<file path="src/rtl/pila_retorno.sv">
// Return-address stack (LIFO) with combinational top-of-stack output.
// Optional sticky overflow/underflow flags are enabled by defining PILA_RETORNO_ERR_EN.
module pila_retorno #(
   parameter  int WIDTH = 10,
   parameter  int DEPTH = 8,
   localparam int PW    = $clog2(DEPTH),
   localparam int CW    = PW + 1
) (
   input  logic             clk,
   input  logic             reset,
   input  logic             push,
   input  logic             pop,
   input  logic [WIDTH-1:0] d,
   output logic [WIDTH-1:0] q,
   output logic [CW-1:0]    count,
   output logic             empty,
   output logic             full,
   output logic             ovf,
   output logic             unf
);

   logic [WIDTH-1:0] entry [DEPTH];
   logic [CW-1:0]    sp;
   logic [PW-1:0]    top_idx;
   logic [PW-1:0]    wr_idx;
   logic             do_push;
   logic             do_pop;
   logic             do_replace;
   logic             wr_en;
   logic             ovf_evt;
   logic             unf_evt;

   assign empty = (sp == '0);
   assign full  = (sp == CW'(DEPTH));
   assign count = sp;

   // Push+pop on a non-empty stack rewrites the top in place; on an empty stack it is a plain push.
   always_comb begin
      top_idx    = PW'(sp - CW'(1));
      do_replace = push & pop & ~empty;
      do_push    = push & ~do_replace & ~full;
      do_pop     = pop & ~push & ~empty;
      ovf_evt    = push & ~pop & full;
      unf_evt    = pop & ~push & empty;
      wr_en      = (do_push | do_replace) & ~reset;
      wr_idx     = do_replace ? top_idx : sp[PW-1:0];
   end

   // Array is never cleared; entries above sp are unreachable because q is masked when empty.
   always_ff @(posedge clk) begin
      if (wr_en)
         entry[wr_idx] <= d;
   end

   always_ff @(posedge clk or posedge reset) begin
      if (reset)
         sp <= '0;
      else if (do_push)
         sp <= sp + CW'(1);
      else if (do_pop)
         sp <= sp - CW'(1);
   end

   assign q = empty ? '0 : entry[top_idx];

`ifdef PILA_RETORNO_ERR_EN
   // Sticky error flags; only reset clears them.
   always_ff @(posedge clk or posedge reset) begin
      if (reset) begin
         ovf <= 1'b0;
         unf <= 1'b0;
      end else begin
         if (ovf_evt)
            ovf <= 1'b1;
         if (unf_evt)
            unf <= 1'b1;
      end
   end
`else
   assign ovf = 1'b0;
   assign unf = 1'b0;

   logic unused_evt;
   assign unused_evt = ovf_evt ^ unf_evt;
`endif

endmodule

</file>
<file path="config.mk">
export PLATFORM = sky130hd
export DESIGN_NAME = pila_retorno
export DESIGN_NICKNAME = d
export VERILOG_FILES = /design/src/rtl/pila_retorno.sv
export SDC_FILE = /design/constraint.sdc
export NUM_CORES = 1
export LEC_CHECK = 0
export ABC_AREA = 1
export BUFFER_PORTS_ARGS = -buffer_cell sky130_fd_sc_hd__buf_2
export CAP_MARGIN = 10
export CORE_AREA = 2 2 80 101
export DETAILED_ROUTE_END_ITERATION = 8
export DIE_AREA = 0 0 82 103
export GPL_TIMING_DRIVEN = 0
export HOLD_SLACK_MARGIN = 0.08
export PLACE_DENSITY = 0.84
export SYNTH_ARGS = -nofsm -noshare
export SYNTH_HDL_FRONTEND = slang
export SYNTH_SLANG_ARGS = --single-unit
</file>
<file path="constraint.sdc">
create_clock -name clk -period 2.5 [get_ports clk]
set_input_delay 0.625 -clock clk [delete_from_list [all_inputs] [get_ports clk]]
set_output_delay 0.625 -clock clk [all_outputs]
set_load 0.005 [all_outputs]
</file>
; Word-level counts from Yosys, hierarchy flattened
; Memories as Yosys holds them, arrays and structs flattened.
; Cells that the tools add are included.
[word_totals]
reg_bits = 4
latchBits = 0
ramBits = 80
rom_bits = 0
word_cells = 26
memories = 1
[op_classes]
add_sub_neg = 2
n_mul = 0
div_mod_pow = 0
n_lt_le_gt_ge = 0
eq_ne = 1
n_shift = 0
n_mux = 6
bitwise = 13
reduce_logical = 2
[mem_list]
columns = memory, words, word_bits, read_ports, rd_ports_with_merged_regs, write_ports, line
row1 = entry, 8, 10, 1, 0, 1, 22  ; logic [WIDTH-1:0] entry [DEPTH];
[op_table]
columns = cell, n
row1 = 10-bit two-way mux, 1
row2 = 4-bit two-way mux, 2
row3 = 1-bit bitwise AND, 7
row4 = 1-bit inverter, 5
row5 = "4-bit by 1-bit adder with 4-bit output, second input constant", 1
row6 = "4-bit equality test, second input constant", 1
row7 = 4-bit logical NOT, 1
row8 = "4-bit by 1-bit subtractor with 4-bit output, second input constant", 1
row9 = 3-bit two-way mux, 1
row10 = 1-bit two-way mux, 2
row11 = 2-bit nonzero test, 1
row12 = 1-bit bitwise OR, 1

; Depth between registers and ports, before layout
; Gate-level depths: netlist of the first run.
[logic_depth]
ltp_word = 10
mapped_depth = 11
ltp_nobuf = 9

; Worst setup path before layout of the first run
; Ideal clock, no wire load.
[synth_path]
path_type = reg-to-reg
start = reg sp[0] (netlist: count[0])
end = mem entry[2][0] (enable)
arrival_ps = 2025
required_time_ps = 2124
path_slack_ps = 99
path_stages_with_launch = 11
n_path_buf = 3
synth_period_minus_slack_ps = 2401
cell_sequence = dfrtp_1 -> buf_6 -> inv_6 -> buf_2 -> ha_1 -> inv_2 -> buf_2 -> nand3_1 -> nand2_1 -> nand2_1 -> nor2_1
[synth_via]
elab_chain_cells = 10
word_cells_on_any_way = 14
[synth_rtl]
columns = item, line
row1 = from (decl), 23  ; logic [CW-1:0] sp;
row2 = from (signal assigned), 59  ; sp <= sp + CW'(1);
row3 = from (signal assigned), 61  ; sp <= sp - CW'(1);
row4 = 4-bit logical NOT, 33  ; assign empty = (sp == '0);
row5 = 1-bit inverter, 40  ; do_replace = push & pop & ~empty;
row6 = 1-bit bitwise AND, 40
row7 = 1-bit inverter, 41  ; do_push = push & ~do_replace & ~full;
row8 = 1-bit bitwise AND (2 in series), 41
row9 = 1-bit bitwise OR, 45  ; wr_en = (do_push | do_replace) & ~reset;
row10 = 1-bit bitwise AND, 45
row11 = 1-bit two-way mux, 51  ; if (wr_en)
row12 = 1-bit two-way mux (implied by the code), 52  ; entry[wr_idx] <= d;
row13 = to (decl), 22
; Several ways; a longest one is shown, not always the timed one.

; Worst setup path after layout of the first run
[layout_path]
start = reg sp[0] (netlist: count[0])
end = out q[7]
[layout_via]
elab_chain_cells = 3
word_cells_on_any_way = 4
[layout_rtl]
columns = item, line
row1 = 4-bit by 1-bit subtractor with 4-bit output, n/a
row2 = memory read 8 x 10 bit, n/a
row3 = 10-bit two-way mux (*), 64  ; assign q = empty ? '0 : entry[top_idx];
row4 = to (decl), 14  ; output logic [WIDTH-1:0] q,
; Every way passes the cells marked *; elsewhere a longest branch is shown, timed or not.

==> run metrics, run 1 <==
CP endpoint q[7]; Switch Pwr 2.75 mW; # Max-Cap Violations 0; Crit path required time 1.88 ns; die height 103 um; antenna violations before repair 0; Layout area overhead 20.3%; Leak 1.97 nW; final WL 9700 um; Async SR Flop Fraction 4.76%; crit path DAT 2.12 ns; RSZ-0062 raised after global routing true; reg-to-reg critical path endpoint entry[3][0]$_DFFE_PP_; Clk network pwr share 17.5%; fmax 364 MHz; Num Clock Sinks 84; clk_skew 0.00852 ns; FP Rows 36; syn_area_per_cell 9.87 um^2; violated checks negative setup slack; Post-DP HPWL 5230 um; number of global-route vias before repair 2,773; Util after Layout 61.6%; CP Capture Type primary output; num ports 32; fin crit period 2.75 ns; fin nets 458; sequential area share after synthesis 64.5%; antenna-violating nets left 0; GR Overflow Total 0; DP Cell Count 518; Final Worst Setup Slack -0.249 ns; r2r setup slk 0.07 ns; Die W 82 um; most frequent cells in the layout 118 x nand2_1, 80 x edfxtp_1, 51 x nor2_1; Mapped Area 3880 um^2; Critical Path Source count[0]$_DFFE_PP0P_; top post-synthesis cells by area edfxtp_1 62%, nand2_1 11%, nor2_1 6.7%, nand3_1 4.8%, dfrtp_1 2.6%; n_diodes 0; Max VDD drop 0.658 mV; Worst Path Max Fanout 5; worst r2r src count[0]$_DFFE_PP0P_; cells on worst reg2reg path 9; average wire per standard cell 17.9 um; Tot GR Track Use 23.3%; final hold viol count 0; first-pass GRT wire length 13,800 um; TritonCTS clock tree yes; Internal Power 3.78 mW; path type of the worst setup path flop to primary output; I/O Buffers 29; htree depth 3; crit share post-route 110%; most common cell after layout, fill and taps aside nand2_1; Core Region 7570 um^2; crit path launch type flop; Via density 5.76; # DRC 0; final setup TNS -2.18 ns; sequential share of power 26.8%; Cell variety after synth 24; clock root buffer clkbuf_8; total CTS buffers 9; Final Non-Filler Cells 542; DR pass1 iterations 9; outcome finished, violations left; Net Sw Frac 42.1%; Synth area leader edfxtp_1; Pins Over Slew Limit 0; Die ar. 8450 um^2; post-synthesis cell count 393; synthesized flop and latch total 84; Routability Congestion 0.880; top-area cell type share of the netlist area 61.9%; part of the power in combinational logic 55.7%; Via Count 3,123; pre-CTS setup slack -0.608 ns; clk_lat worst skew 0.36 ns; Post-synth EDFFs 80; Clk pin slew, worst setup/hold paths 0.08 ns; cts hold-fix bufs 0; Clock Path Buffers 2; Top FF cell, synth edfxtp_1; fraction of layout instances using a drive strength above 1 22.8%; PD cells 1400 nW/um^2; Syn. warnings 0; DR iter-0 viols 521; HP Class primary input to asynchronous set/reset pin; Initial Util 51.3%; hold slack 0.147 ns; pin count of the biggest net entering global routing 15; Final Setup Violations 11
==> synthesized netlist by cell type (2+ instances only) <==
| cell | instances |
|---|---|
| o21ai_0 | 2 |
| edfxtp_1 | 80 |
| nand4_1 | 2 |
| ha_1 | 2 |
| nor2_1 | 69 |
| nand2_4 | 2 |
| inv_1 | 26 |
| buf_4 | 7 |
| buf_2 | 8 |
| buf_6 | 3 |
| nand3_1 | 37 |
| dfrtp_1 | 4 |
| o21ai_1 | 19 |
| inv_2 | 4 |
| nand2_1 | 118 |
| inv_6 | 2 |
==> metal layers <==
layer / GRT usage (%) / part of all wire (%)
met3: 6.04 / 11
met5: 0 / 0
met4: 14.9 / 6.1
met2: 36.5 / 47
met1: 28.4 / 36
==> worst max-delay path, stage by stage (launching register included) <==
cell and delay, ns:
dfrtp_1 0.41, buf_6 0.15, inv_8 0.03, buf_8 0.11
ha_4 0.33, inv_6 0.07, buf_12 0.15, nor2_2 0.08
o21ai_1 0.07, nand2_1 0.09, nor2_1 0.04, nor2_1 0.10
buf_2 0.12
==> logic make-up after synthesis <==
kind of cell	count (synthesis)	share of synthesized area [%]
flops	84	64.5
xor+xnor	1	0.226
other cells	1	0.0967
fa+ha+maj	2	0.645
buf+inv	52	7.10
compound gates	22	2.84
simple gates	231	24.6
==> registers in the layout, summed over array words and instances, names as in the netlist <==
register	cells
count	4
entry	80
==> per-stage QoR <==
step | area, um^2 | power (mW)
global placement | 4150 | 4.46
global route | 4660 | 6.90
detailed placement | 4150 | 4.53
floorplan | 3880 | 3.64
CTS | 4560 | 6.17
finish | 4660 | 6.53
==> final cells by class <==
cell class / instances / area, um^2
fill: 532 / 2900
sequential: 84 / 2500
multi-input combinational: 258 / 1250
timing repair buffer: 37 / 225
buffer: 20 / 193
inverter: 32 / 138
clock buffer: 9 / 124
tap: 95 / 119
clock inverter: 7 / 114
==> worst min path at each step <==
stage | from | endpoint | cells past startpoint
floorplan | reset | count[0]$_DFFE_PP0P_ | 1
global placement | reset | count[3]$_DFFE_PP0P_ | 2
detailed placement | reset | count[3]$_DFFE_PP0P_ | 2
CTS | reset | count[0]$_DFFE_PP0P_ | 2
global route | reset | count[2]$_DFFE_PP0P_ | 2
finish | reset | count[0]$_DFFE_PP0P_ | 2
==> repair_timing <==
item,in CTS,in global routing
setup endpoints to repair,92,91
gates resized for setup,37,23
cloned,1,0
pin swaps,16,22
endpoints found under the hold margin,0,0
setup buffers,6,1
==> power by group through the flow <==
stage | combinational (mW) | sequential, mW | clock (mW)
global placement | 2.69 | 1.77 | 0
detailed placement | 2.76 | 1.78 | 0
finish | 3.64 | 1.75 | 1.14
global route | 3.93 | 1.76 | 1.21
floorplan | 1.87 | 1.77 | 0
CTS | 3.28 | 1.75 | 1.14
Note: power is estimated with default switching activity, not from simulation.
==> inputs of run 2 (changes only) <==
==> constraint.sdc (replaced) <==
create_clock -name clk -period 2.5 [get_ports clk]
set_input_delay 0.125 -clock clk [delete_from_list [all_inputs] [get_ports clk]]
set_output_delay 0.125 -clock clk [all_outputs]
set_load 0.005 [all_outputs]
==> run metrics, run 2 (synthesized netlist as in run 1, its figures left out) <==
r2r setup slk 0.16 ns; Internal Power 3.48 mW; pre-CTS setup slack -0.608 ns; most frequent cells in the layout 116 x nand2_1, 80 x edfxtp_1, 61 x nor2_1; Via density 5.58; final WL 9320 um; average wire per standard cell 16.8 um; die height 103 um; fraction of layout instances using a drive strength above 1 20.6%; Die ar. 8450 um^2; hold slack 0.190 ns; TritonCTS clock tree yes; critical-path cell list inv_1 > ha_4 > nand3_1 > nand2_1 > a21oi_1 > nand2_2 > nor2_4 > buf_4; Top Family by Delay on Critical Path simple AND/OR/NAND/NOR gates; clk_lat worst skew 0.35 ns; cells on worst reg2reg path 8; Pins Over Slew Limit 0; crit path launch type flop; Num Clock Sinks 84; Tot GR Track Use 23.8%; largest reg by FF count entry; htree depth 3; Final Setup Violations 0; most common cell after layout, fill and taps aside nand2_1; antenna violations before repair 0; Switch Pwr 2.51 mW; Leak 2.02 nW; clock root buffer clkbuf_8; Net Sw Frac 41.9%; Crit path required time 2.57 ns; HP Class primary input to asynchronous set/reset pin; clk_skew 0.00608 ns; Core Region 7570 um^2; CP Capture Type flop; Crit-path slowest cell dfrtp_1; reg-to-reg critical path endpoint entry[0][1]$_DFFE_PP_; n_diodes 0; Routability Congestion 0.880; sequential share of power 29.2%; Die W 82 um; worst stage delay on the critical path 0.48 ns; path type of the worst setup path flop to flop; Clk pin slew, worst setup/hold paths 0.08 ns; I/O Buffers 29; Final Worst Setup Slack 0.163 ns; crit path DAT 2.41 ns; RSZ-0062 raised after global routing false; outcome finished, final reports clean; worst r2r src count[1]$_DFFE_PP0P_; max reg flops 80; fin nets 472; # DRC 0; antenna-violating nets left 0; Max VDD drop 0.633 mV; DR pass1 iterations 9; crit share post-route 93.5%; final setup TNS 0 ns; PD cells 1270 nW/um^2; Post-DP HPWL 5230 um; fmax 428 MHz; FP Rows 36; Clock Path Buffers 2; pin count of the biggest net entering global routing 15; Worst Path Max Fanout 7; first-pass GRT wire length 14,300 um; Clk network pwr share 18.9%; total CTS buffers 9; placed inst area 4150 um^2; # Max-Cap Violations 0; GR Overflow Total 0; Initial Util 51.3%; fin crit period 2.34 ns; Via Count 3,105; Power Total 5.98 mW; Buf+Inv Stages, Crit Path 2; Final Instance Area 4730 um^2; Layout area overhead 21.9%; part of the power in combinational logic 51.9%; num ports 32; number of global-route vias before repair 2,797; DR iter-0 viols 472; Fillers 531; final hold viol count 0
-- run 2: worst max path at each step --
stage	from	to	slack, ns	cells past startpoint
3_5_place_dp	count[0]$_DFFE_PP0P_	entry[6][1]$_DFFE_PP_	-0.61	10
5_1_grt	count[1]$_DFFE_PP0P_	q[0]	0.06	8
2_1_floorplan	count[0]$_DFFE_PP0P_	entry[2][0]$_DFFE_PP_	0.1	10
3_3_place_gp	count[0]$_DFFE_PP0P_	entry[6][0]$_DFFE_PP_	-0.57	10
6_report	count[1]$_DFFE_PP0P_	entry[0][1]$_DFFE_PP_	0.16	8
4_1_cts	count[0]$_DFFE_PP0P_	q[5]	0.04	12
-- run 2: power groups by stage --
stage	clock network (mW)	registers [mW]	logic, mW
2_1_floorplan	0	1.77	1.87
3_5_place_dp	0	1.78	2.76
6_report	1.13	1.75	3.10
3_3_place_gp	0	1.77	2.69
4_1_cts	1.14	1.74	3.01
5_1_grt	1.20	1.76	3.42
-- run 2: routing by layer --
| layer | vias up | GRT usage, % | wire (um) |
|---|---|---|---|
| li1 | 1410 | - | - |
| met1 | 1439 | 29.5 | 3510 |
| met2 | 202 | 37.0 | 4500 |
| met3 | 54 | 5.60 | 745 |
| met4 | 0 | 15.6 | 561 |
| met5 | - | 0 | 0 |
-- run 2: cell type report --
class	instances	area, um^2	share of cell area (%)
plain buffers	19	149	3.15
clock buffers	9	124	2.62
clock inverters	7	114	2.41
inverters	32	130	2.75
multi-input cells	258	1180	25.0
flip-flops and latches	84	2500	52.9
well taps	95	119	2.51
repair buffers	52	408	8.63
-- run 2: through the flow --
| step | utilization (%) | cells |
|---|---|---|
| floorplan | - | 394 |
| global placement | 54.8 | 518 |
| detailed placement | 54.8 | 518 |
| CTS | 62.5 | 557 |
| global route | 62.5 | 556 |
| finish | 62.5 | 556 |
-- run 2: worst min-delay path, cell delays in order --
cell and delay, ns:
dlygate4sd3_1 0.53, buf_2 0.13, inv_1 0.13
-- run 2: timing repair --
action	CTS	global route
pin swaps	8	0
buffers inserted	12	0
hold buffers	11	0
cloned	0	0
resized for setup	22	2
hold endpoints to repair	84	0
endpoints found under the setup margin	90	90
